[config.mk]
export PLATFORM = sky130hd
export DESIGN_NAME = data_demux
export DESIGN_NICKNAME = d
export VERILOG_FILES = /design/src/rtl/data_demux.sv
export SDC_FILE = /design/constraint.sdc
export NUM_CORES = 1
export LEC_CHECK = 0
export CORE_ASPECT_RATIO = 1.2
export CORE_UTILIZATION = 50
export CTS_CLUSTER_DIAMETER = 200
export DETAILED_ROUTE_END_ITERATION = 16
export GPL_TIMING_DRIVEN = 1
export PLACE_DENSITY = 0.8
export SLEW_MARGIN = 20
export SYNTH_ARGS = -nofsm -noshare
export SYNTH_HDL_FRONTEND = slang
export SYNTH_SLANG_ARGS = --single-unit
export TNS_END_PERCENT = 30
[constraint.sdc]
create_clock -name clk -period 2.45 [get_ports clk]
set_input_delay 0.735 -clock clk [delete_from_list [all_inputs] [get_ports clk]]
set_output_delay 0.735 -clock clk [all_outputs]
set_load 0.05 [all_outputs]
[src/rtl/data_demux.sv]
// Frame demultiplexer: pops {header, length, payload...} frames from one input FIFO and
// writes payload to the output FIFO selected by the header. Optional macro: DATA_DEMUX_BCAST_EN.
module data_demux #(
    parameter int n = 4,
    parameter int o = 8
) (
    input  logic         clk,
    input  logic         rst_n,
    input  logic [o-1:0] rx,
    input  logic         rx_rdy,
    output logic         rx_pop,
    input  logic [n-1:0] tx_full,
    output logic [o-1:0] tx,
    output logic [n-1:0] tx_cke,
    output logic         drop,
    output logic         busy
);

    localparam int DW = (n > 1) ? $clog2(n) : 1;

    typedef enum logic [1:0] {HDR, LEN, PAY} state_t;

    state_t         state_reg, state_next;
    logic [DW-1:0]  dest_reg, dest_next;
    logic [o-1:0]   cnt_reg, cnt_next;
    logic           invalid_reg, invalid_next;
    logic           bcast_reg, bcast_next;
    logic           rx_pop_reg, rx_pop_next;
    logic [o-1:0]   tx_reg, tx_next;
    logic [n-1:0]   tx_cke_reg, tx_cke_next;
    logic           drop_reg, drop_next;
    logic           busy_reg, busy_next;

    logic           hdr_bcast;
    logic           hdr_invalid;
    logic           can_pop;
    logic           pay_ok;

`ifdef DATA_DEMUX_BCAST_EN
    assign hdr_bcast = rx[o-1];
`else
    assign hdr_bcast = 1'b0;
`endif

    // Out-of-range destinations only exist when n is not a power of two.
    generate
        if ((1 << DW) == n) begin : g_pow2
            assign hdr_invalid = 1'b0;
        end else begin : g_npow2
            assign hdr_invalid = (rx[DW-1:0] >= DW'(n));
        end
    endgenerate

    // A pop is still in flight while rx_pop_reg is high, so the head word is stale.
    assign can_pop = rx_rdy && !rx_pop_reg;

    always_comb begin
        pay_ok = 1'b0;
        if (bcast_reg)
            pay_ok = (tx_full == '0);
        else if (invalid_reg)
            pay_ok = 1'b1;
        else
            pay_ok = !tx_full[dest_reg];
    end

    always_comb begin
        state_next   = state_reg;
        dest_next    = dest_reg;
        cnt_next     = cnt_reg;
        invalid_next = invalid_reg;
        bcast_next   = bcast_reg;
        rx_pop_next  = 1'b0;
        tx_next      = tx_reg;
        tx_cke_next  = '0;
        drop_next    = 1'b0;
        busy_next    = busy_reg;

        case (state_reg)
            HDR: begin
                if (can_pop) begin
                    rx_pop_next  = 1'b1;
                    dest_next    = rx[DW-1:0];
                    bcast_next   = hdr_bcast;
                    invalid_next = hdr_invalid && !hdr_bcast;
                    drop_next    = hdr_invalid && !hdr_bcast;
                    busy_next    = 1'b1;
                    state_next   = LEN;
                end
            end
            LEN: begin
                if (can_pop) begin
                    rx_pop_next = 1'b1;
                    cnt_next    = rx;
                    if (rx == '0) begin
                        busy_next  = 1'b0;
                        state_next = HDR;
                    end else begin
                        state_next = PAY;
                    end
                end
            end
            PAY: begin
                if (can_pop && pay_ok) begin
                    rx_pop_next = 1'b1;
                    if (cnt_reg != '0)
                        cnt_next = cnt_reg - 1'b1;
                    if (!invalid_reg) begin
                        tx_next     = rx;
                        tx_cke_next = bcast_reg ? {n{1'b1}}
                                                : ({{(n-1){1'b0}}, 1'b1} << dest_reg);
                    end
                    if (cnt_reg <= o'(1)) begin
                        busy_next  = 1'b0;
                        state_next = HDR;
                    end
                end
            end
            default: state_next = HDR;
        endcase
    end

    always_ff @(posedge clk or negedge rst_n) begin
        if (!rst_n) begin
            state_reg   <= HDR;
            dest_reg    <= '0;
            cnt_reg     <= '0;
            invalid_reg <= 1'b0;
            bcast_reg   <= 1'b0;
            rx_pop_reg  <= 1'b0;
            tx_reg      <= '0;
            tx_cke_reg  <= '0;
            drop_reg    <= 1'b0;
            busy_reg    <= 1'b0;
        end else begin
            state_reg   <= state_next;
            dest_reg    <= dest_next;
            cnt_reg     <= cnt_next;
            invalid_reg <= invalid_next;
            bcast_reg   <= bcast_next;
            rx_pop_reg  <= rx_pop_next;
            tx_reg      <= tx_next;
            tx_cke_reg  <= tx_cke_next;
            drop_reg    <= drop_next;
            busy_reg    <= busy_next;
        end
    end

    assign rx_pop = rx_pop_reg;
    assign tx     = tx_reg;
    assign tx_cke = tx_cke_reg;
    assign drop   = drop_reg;
    assign busy   = busy_reg;

endmodule

* Word-level counts from Yosys, hierarchy flattened
Index checks and enable logic that the tools add are counted.
** Word-level totals
- ROM bits :: 0
- Logic and storage cells :: 57
- Bits of input ports :: 15
- Register bits :: 26
- Memories kept :: 0
- Bits in latches :: 0
- RAM bits :: 0
** Operators by class
- Reduce and logical (&&, ||, !) cells :: 15
- Shift-type cells :: 1
- Multiplexer cells :: 23
- Multiply operators :: 0
- Magnitude comparators :: 2
- $add $sub $neg :: 1
- Bitwise operators :: 0
- Div/mod/pow operators :: 0
- Equality and inequality tests :: 8
** Operators by type and width (number)
- 8-bit two-way mux :: 3
- 8-bit one-hot mux with 2 select lines :: 1
- 2-bit inequality test, second input constant :: 6
- 2-bit two-way mux :: 5
- 8-bit by 1-bit <= comparator with 1-bit output, second input constant :: 1
- 8-bit zero test :: 1
- 1-bit two-way mux :: 8
- 4-bit two-way mux :: 2
- 4-bit AND reduction :: 2
- 8-bit nonzero test :: 1
- 8-bit by 1-bit subtractor with 8-bit output, second input constant :: 1
- 2-bit one-hot mux with 3 select lines :: 1
- 6-bit AND reduction :: 1
- 2-bit AND reduction :: 2
- 1-bit by 2-bit left shift with 4-bit output, first input constant :: 1
- 2-bit by 3-bit less-than comparator with 1-bit output, second input constant :: 1
- 1-bit one-hot mux with 3 select lines :: 1
- 3-bit nonzero test :: 1
- 1-bit binary-select mux with 2-bit select :: 1
- 2-bit by 1-bit equality test with 1-bit output, second input constant :: 1
- 2-bit equality test, second input constant :: 1
- 1-bit logical AND :: 2
- 1-bit zero test :: 2
- 2-bit zero test :: 1
- 3 further kinds :: 3

* Logic depth before layout (Yosys ltp)
Gate-level depths: netlist of the first run.
- Depth after elaboration :: 6
- Mapped depth :: 8

* Worst setup path after synthesis of the first run
OpenSTA, ideal clock, no wires.
- Path type :: input to register
- Start :: input port rx_rdy
- End :: register tx_reg[0] (netlist: tx[0])
- Required time :: 2.325 ns
- Data arrival time :: 1.833 ns
- Setup time :: 0.125 ns
- Path slack :: 0.492 ns
- Path buffers :: 1
- Stages :: 5
- Cells stage by stage :: and3b_1 a22oi_1 nand2b_1 buf_2 mux2_2
** On the way
- Word-level cells in the longest chain between the ends :: 3
** RTL lines
- start, declared :: RTL line 10 : input logic rx_rdy,
- 1-bit logical AND :: RTL line 55 : assign can_pop = rx_rdy && !rx_pop_reg;
- 1-bit logical AND :: RTL line 104 : if (can_pop && pay_ok) begin
- 2-bit AND reduction (no source line)
- end signal, assigned :: RTL line 142 : tx_reg <= tx_next;
- end, declared :: RTL line 29 : logic [o-1:0] tx_reg, tx_next;
No other way between the ends.
A chain may end at the register's enable or synchronous reset.

* Worst setup path after layout of the first run
- Start :: register rx_pop_reg (netlist: rx_pop)
- End :: output port rx_pop
** RTL lines
- start, declared :: RTL line 28 : logic rx_pop_reg, rx_pop_next;
- start signal, assigned :: RTL line 141 : rx_pop_reg <= rx_pop_next;
- end, declared :: RTL line 11 : output logic rx_pop,
No word-level cell between the ends.

==> run_summary.xml, run 1 <==
<?xml version="1.0" encoding="UTF-8"?>
<metrics>
  <group name="final_layout">
    <metric name="areaGrowthSynthToFinish" unit="%">29.24</metric>
    <metric name="final_design_instance_area_without_fill" unit="µm²">1819</metric>
    <metric name="post-route-util" unit="%">69.90</metric>
    <metric name="num-nets-final" unit="">190</metric>
    <metric name="drive_gt1_share" unit="%">17.26</metric>
    <metric name="antenna_cells_inserted" unit="">0</metric>
  </group>
  <group name="critical_path">
    <metric name="worst_ep_required_time" unit="ns">1.71</metric>
    <metric name="crit_arrival" unit="ns">1.55</metric>
    <metric name="cp_cell_sequence" unit="">clkdlybuf4s50_1</metric>
    <metric name="timing.critical_path.buf_inv" unit="">1</metric>
    <metric name="slowest_delay" unit="ns">0.82</metric>
    <metric name="critPathCaptureType" unit="">output port</metric>
    <metric name="path_delay_family" unit="">buffers and inverters</metric>
    <metric name="crit_path_max_fanout" unit="">4</metric>
    <metric name="critical_path.slowest_cell" unit="">sky130_fd_sc_hd__clkdlybuf4s50_1</metric>
    <metric name="worstSetupStartpointType" unit="">flip-flop</metric>
    <metric name="path_class" unit="">reg2out</metric>
  </group>
  <group name="synth">
    <metric name="yosysWarnings" unit="">0</metric>
    <metric name="postSynthNetCount" unit="">154</metric>
    <metric name="syn-instance-count" unit="">133</metric>
    <metric name="synth.ff_latch_count" unit="">26</metric>
    <metric name="synthesis.area" unit="µm²">1408</metric>
    <metric name="synthArstFlopShare" unit="%">100.0</metric>
    <metric name="seq_area_frac_synth" unit="%">46.22</metric>
    <metric name="number_of_enable_type_register_cells_in_the_synthesized_netlist" unit="">0</metric>
    <metric name="synth_top_flop_cell" unit="">sky130_fd_sc_hd__dfrtp_1</metric>
    <metric name="synthesized_area_per_cell" unit="µm²">10.58</metric>
    <metric name="post_synth_num_cell_types" unit="">38</metric>
  </group>
  <group name="placed_design">
    <metric name="place_hpwl" unit="µm">2277</metric>
    <metric name="place_congestion" unit="">0.8988</metric>
    <metric name="post-place-ws" unit="ns">-0.06565</metric>
    <metric name="port_buffers" unit="">28</metric>
    <metric name="dpl_cell_area" unit="µm²">1767</metric>
  </group>
  <group name="route">
    <metric name="routed_wl" unit="µm">2955</metric>
    <metric name="drc_errors" unit="">0</metric>
    <metric name="post_drt_wl_per_cell" unit="µm">14.70</metric>
    <metric name="viasPerCell" unit="">5.746</metric>
    <metric name="residual_antenna_violating_net_count_after_detailed_routing" unit="">0</metric>
    <metric name="first_iter_violations" unit="">33</metric>
    <metric name="total_via_count_after_detailed_routing" unit="">1155</metric>
    <metric name="drtPass1Iterations" unit="">4</metric>
  </group>
  <group name="clocking">
    <metric name="clock_transition_at_the_registers_of_the_reported_paths" unit="ns">0.14</metric>
    <metric name="numCtsBuffers" unit="">3</metric>
    <metric name="cts.root.buffer_cell" unit="">sky130_fd_sc_hd__clkbuf_4</metric>
    <metric name="postCtsResizedCells" unit="">0</metric>
    <metric name="tritoncts" unit="">yes</metric>
    <metric name="ctsLongestPathBuffers" unit="">2</metric>
    <metric name="clock_sinks" unit="">26</metric>
    <metric name="cts_setup_buffers" unit="">0</metric>
    <metric name="cts-hold-fix-buffers" unit="">0</metric>
    <metric name="htree_levels" unit="">1</metric>
    <metric name="clk-insertion-delay-late" unit="ns">0.32</metric>
  </group>
  <group name="pwr">
    <metric name="total_leakage_power" unit="µW">0.0007915</metric>
    <metric name="power_density" unit="nW/µm²">1293</metric>
    <metric name="worst_vdd_ir" unit="µV">708.4</metric>
    <metric name="totalPowerFinal" unit="µW">2352</metric>
  </group>
  <group name="floorplan">
    <metric name="floorplan.rows" unit="">20</metric>
    <metric name="top_level_i_o_count" unit="">30</metric>
    <metric name="floorplan.core_area" unit="µm²">2603</metric>
    <metric name="die_y" unit="µm">60.12</metric>
    <metric name="die_x" unit="µm">50.44</metric>
    <metric name="initial_utilization" unit="%">54.09</metric>
    <metric name="floorplan.die_area" unit="µm²">3032</metric>
  </group>
  <group name="timing">
    <metric name="final_period_minus_worst_setup_slack" unit="ns">2.283</metric>
    <metric name="final-setup-viol-count" unit="">0</metric>
    <metric name="slew_of_the_pin_with_the_lowest_slew_margin" unit="ns">0.4994</metric>
    <metric name="tightest_slew_margin_relative_to_the_limit" unit="%">66.60</metric>
    <metric name="finalMaxSlewViolations" unit="">0</metric>
    <metric name="setup_total_negative_slack" unit="ns">0</metric>
    <metric name="timing.final.hold_violations" unit="">0</metric>
    <metric name="skew_final" unit="ns">0.002163</metric>
    <metric name="finalWorstSetupSlack" unit="ns">0.1671</metric>
    <metric name="achievable-frequency" unit="MHz">438.0</metric>
    <metric name="min_period_over_period" unit="%">93.18</metric>
    <metric name="grt_setup_unrepaired" unit="">false</metric>
  </group>
  <group name="outcome">
    <metric name="status" unit="">finished, final reports clean</metric>
  </group>
  <group name="global_routing">
    <metric name="grt-ovfl-total" unit="">0</metric>
    <metric name="antenna_found_initial" unit="">0</metric>
    <metric name="wire_length_of_the_first_global_routing_pass" unit="µm">4878</metric>
    <metric name="grt_util_all_layers" unit="%">21.76</metric>
    <metric name="maximum_number_of_pins_on_one_net_before_global_route_repair" unit="">27</metric>
    <metric name="first_global_vias" unit="">1106</metric>
  </group>
  <group name="hold_path">
    <metric name="timing.hold.worst.class" unit="">reg2reg</metric>
  </group>
  <group name="flow_run">
    <metric name="maxCapViolations" unit="">0</metric>
  </group>
</metrics>
-- Yosys cell counts (2+ instances only) --
cell / instances / area, µm²
sky130_fd_sc_hd__dfrtp_1: 26 / 650.6
sky130_fd_sc_hd__nor2_1: 13 / 48.80
sky130_fd_sc_hd__mux2_2: 12 / 135.1
sky130_fd_sc_hd__o21ai_0: 10 / 50.05
sky130_fd_sc_hd__inv_1: 7 / 26.28
sky130_fd_sc_hd__ha_1: 6 / 75.07
sky130_fd_sc_hd__nand2_1: 6 / 22.52
sky130_fd_sc_hd__mux2i_1: 5 / 50.05
sky130_fd_sc_hd__nor3_1: 5 / 25.02
sky130_fd_sc_hd__a31oi_1: 4 / 25.02
sky130_fd_sc_hd__nor4_1: 4 / 25.02
sky130_fd_sc_hd__o22a_1: 4 / 35.03
sky130_fd_sc_hd__nor3b_1: 3 / 22.52
sky130_fd_sc_hd__a21oi_1: 2 / 10.01
sky130_fd_sc_hd__buf_6: 2 / 22.52
sky130_fd_sc_hd__o211ai_1: 2 / 15.01
-- power by group --
group	leakage (µW)	total, µW	switching, µW	internal [µW]
Sequential	0.000318	782	170	612
Combinational	0.000445	1280	728	549
Clock	0.0000279	293	127	165
Total	0.000792	2350	1030	1330
-- cell usage in the layout (no fill, tap or decap), types with 2 or more instances in the layout --
master and count:
sky130_fd_sc_hd__o22a_1 4, sky130_fd_sc_hd__a21oi_1 2, sky130_fd_sc_hd__mux2_2 12, sky130_fd_sc_hd__o211ai_1 2
sky130_fd_sc_hd__ha_1 6, sky130_fd_sc_hd__nand2_1 6, sky130_fd_sc_hd__nor3_1 5, sky130_fd_sc_hd__nor2_1 13
sky130_fd_sc_hd__inv_1 7, sky130_fd_sc_hd__clkbuf_4 3, sky130_fd_sc_hd__mux2i_1 5, sky130_fd_sc_hd__o21ai_0 10
sky130_fd_sc_hd__dfrtp_1 26, sky130_fd_sc_hd__a31oi_1 4, sky130_fd_sc_hd__nor3b_1 3, sky130_fd_sc_hd__nor4_1 4
sky130_fd_sc_hd__buf_4 8, sky130_fd_sc_hd__clkdlybuf4s50_1 28
-- per-layer routing --
metal  wire (µm)  up-vias  global-route usage, %  share of wire, %
met5           0        -                      0                 0
met4          57        0                  9.127               1.9
met3         122        7                  2.799               4.1
met2        1494       40                  39.24                51
met1        1281      555                  26.01                43
li1            -      553                      -                 -
-- layout make-up --
cell class,instances,area [µm²]
flip-flops and latches,26,650.6
fillers,197,783.3
repair buffers,37,360.3
clock inverters,1,30.03
well taps,33,41.29
clock buffers,3,22.52
inverters,7,26.28
multi-input cells,94,688.2
-- path summary, 6_finish.rpt --
path	from	endpoint	slack, ns	cells after the start
worst max register to register	cnt_reg[5]$_DFFE_PN0P_	state_reg[1]$_DFFE_PN0P_	0.54	5
max in group asynchronous	rst_n	rx_pop$_DFF_PN0_	1.44	2
worst min-delay path	tx[5]$_DFFE_PN0P_	tx[5]$_DFFE_PN0P_	0.52	1
worst min register to register	tx[5]$_DFFE_PN0P_	tx[5]$_DFFE_PN0P_	0.52	1
min in group asynchronous	rst_n	tx[7]$_DFFE_PN0P_	0.76	2
worst max-delay path	rx_pop$_DFF_PN0_	rx_pop	0.17	1
-- through the flow --
step | hold slack (ns) | cells
after global routing | 0.5388 | 201
after CTS | 0.5263 | 201
final | 0.5235 | 201
after global placement | 0.4784 | 197
after detailed placement | 0.4929 | 197
after floorplan | 0.4394 | 133
-- cell families (layout without fill, tap and decap cells) --
group | Yosys count | in the layout | synth area share [%]
AO/OA/AOI/OAI | 29 | 29 | 14.22
adder cells (fa/ha/maj) | 6 | 6 | 5.333
buffers and inverters | 13 | 48 | 4.888
flip-flops | 26 | 26 | 46.22
multiplexers | 18 | 18 | 13.96
other | 1 | 1 | 0.2664
AND/OR/NAND/NOR | 40 | 40 | 15.11
Note: power is estimated with default switching activity, not from simulation.
==> run 2, diff against run 1 <==
--- a/config.mk
+++ b/config.mk
@@ -5,6 +5,7 @@
 export SDC_FILE = /design/constraint.sdc
 export NUM_CORES = 1
 export LEC_CHECK = 0
+export CAP_MARGIN = 25
 export CORE_ASPECT_RATIO = 1.2
 export CORE_UTILIZATION = 50
 export CTS_CLUSTER_DIAMETER = 200
==> results of run 2 <==
No change in the layout: final DEF, timing and power equal those of run 1.
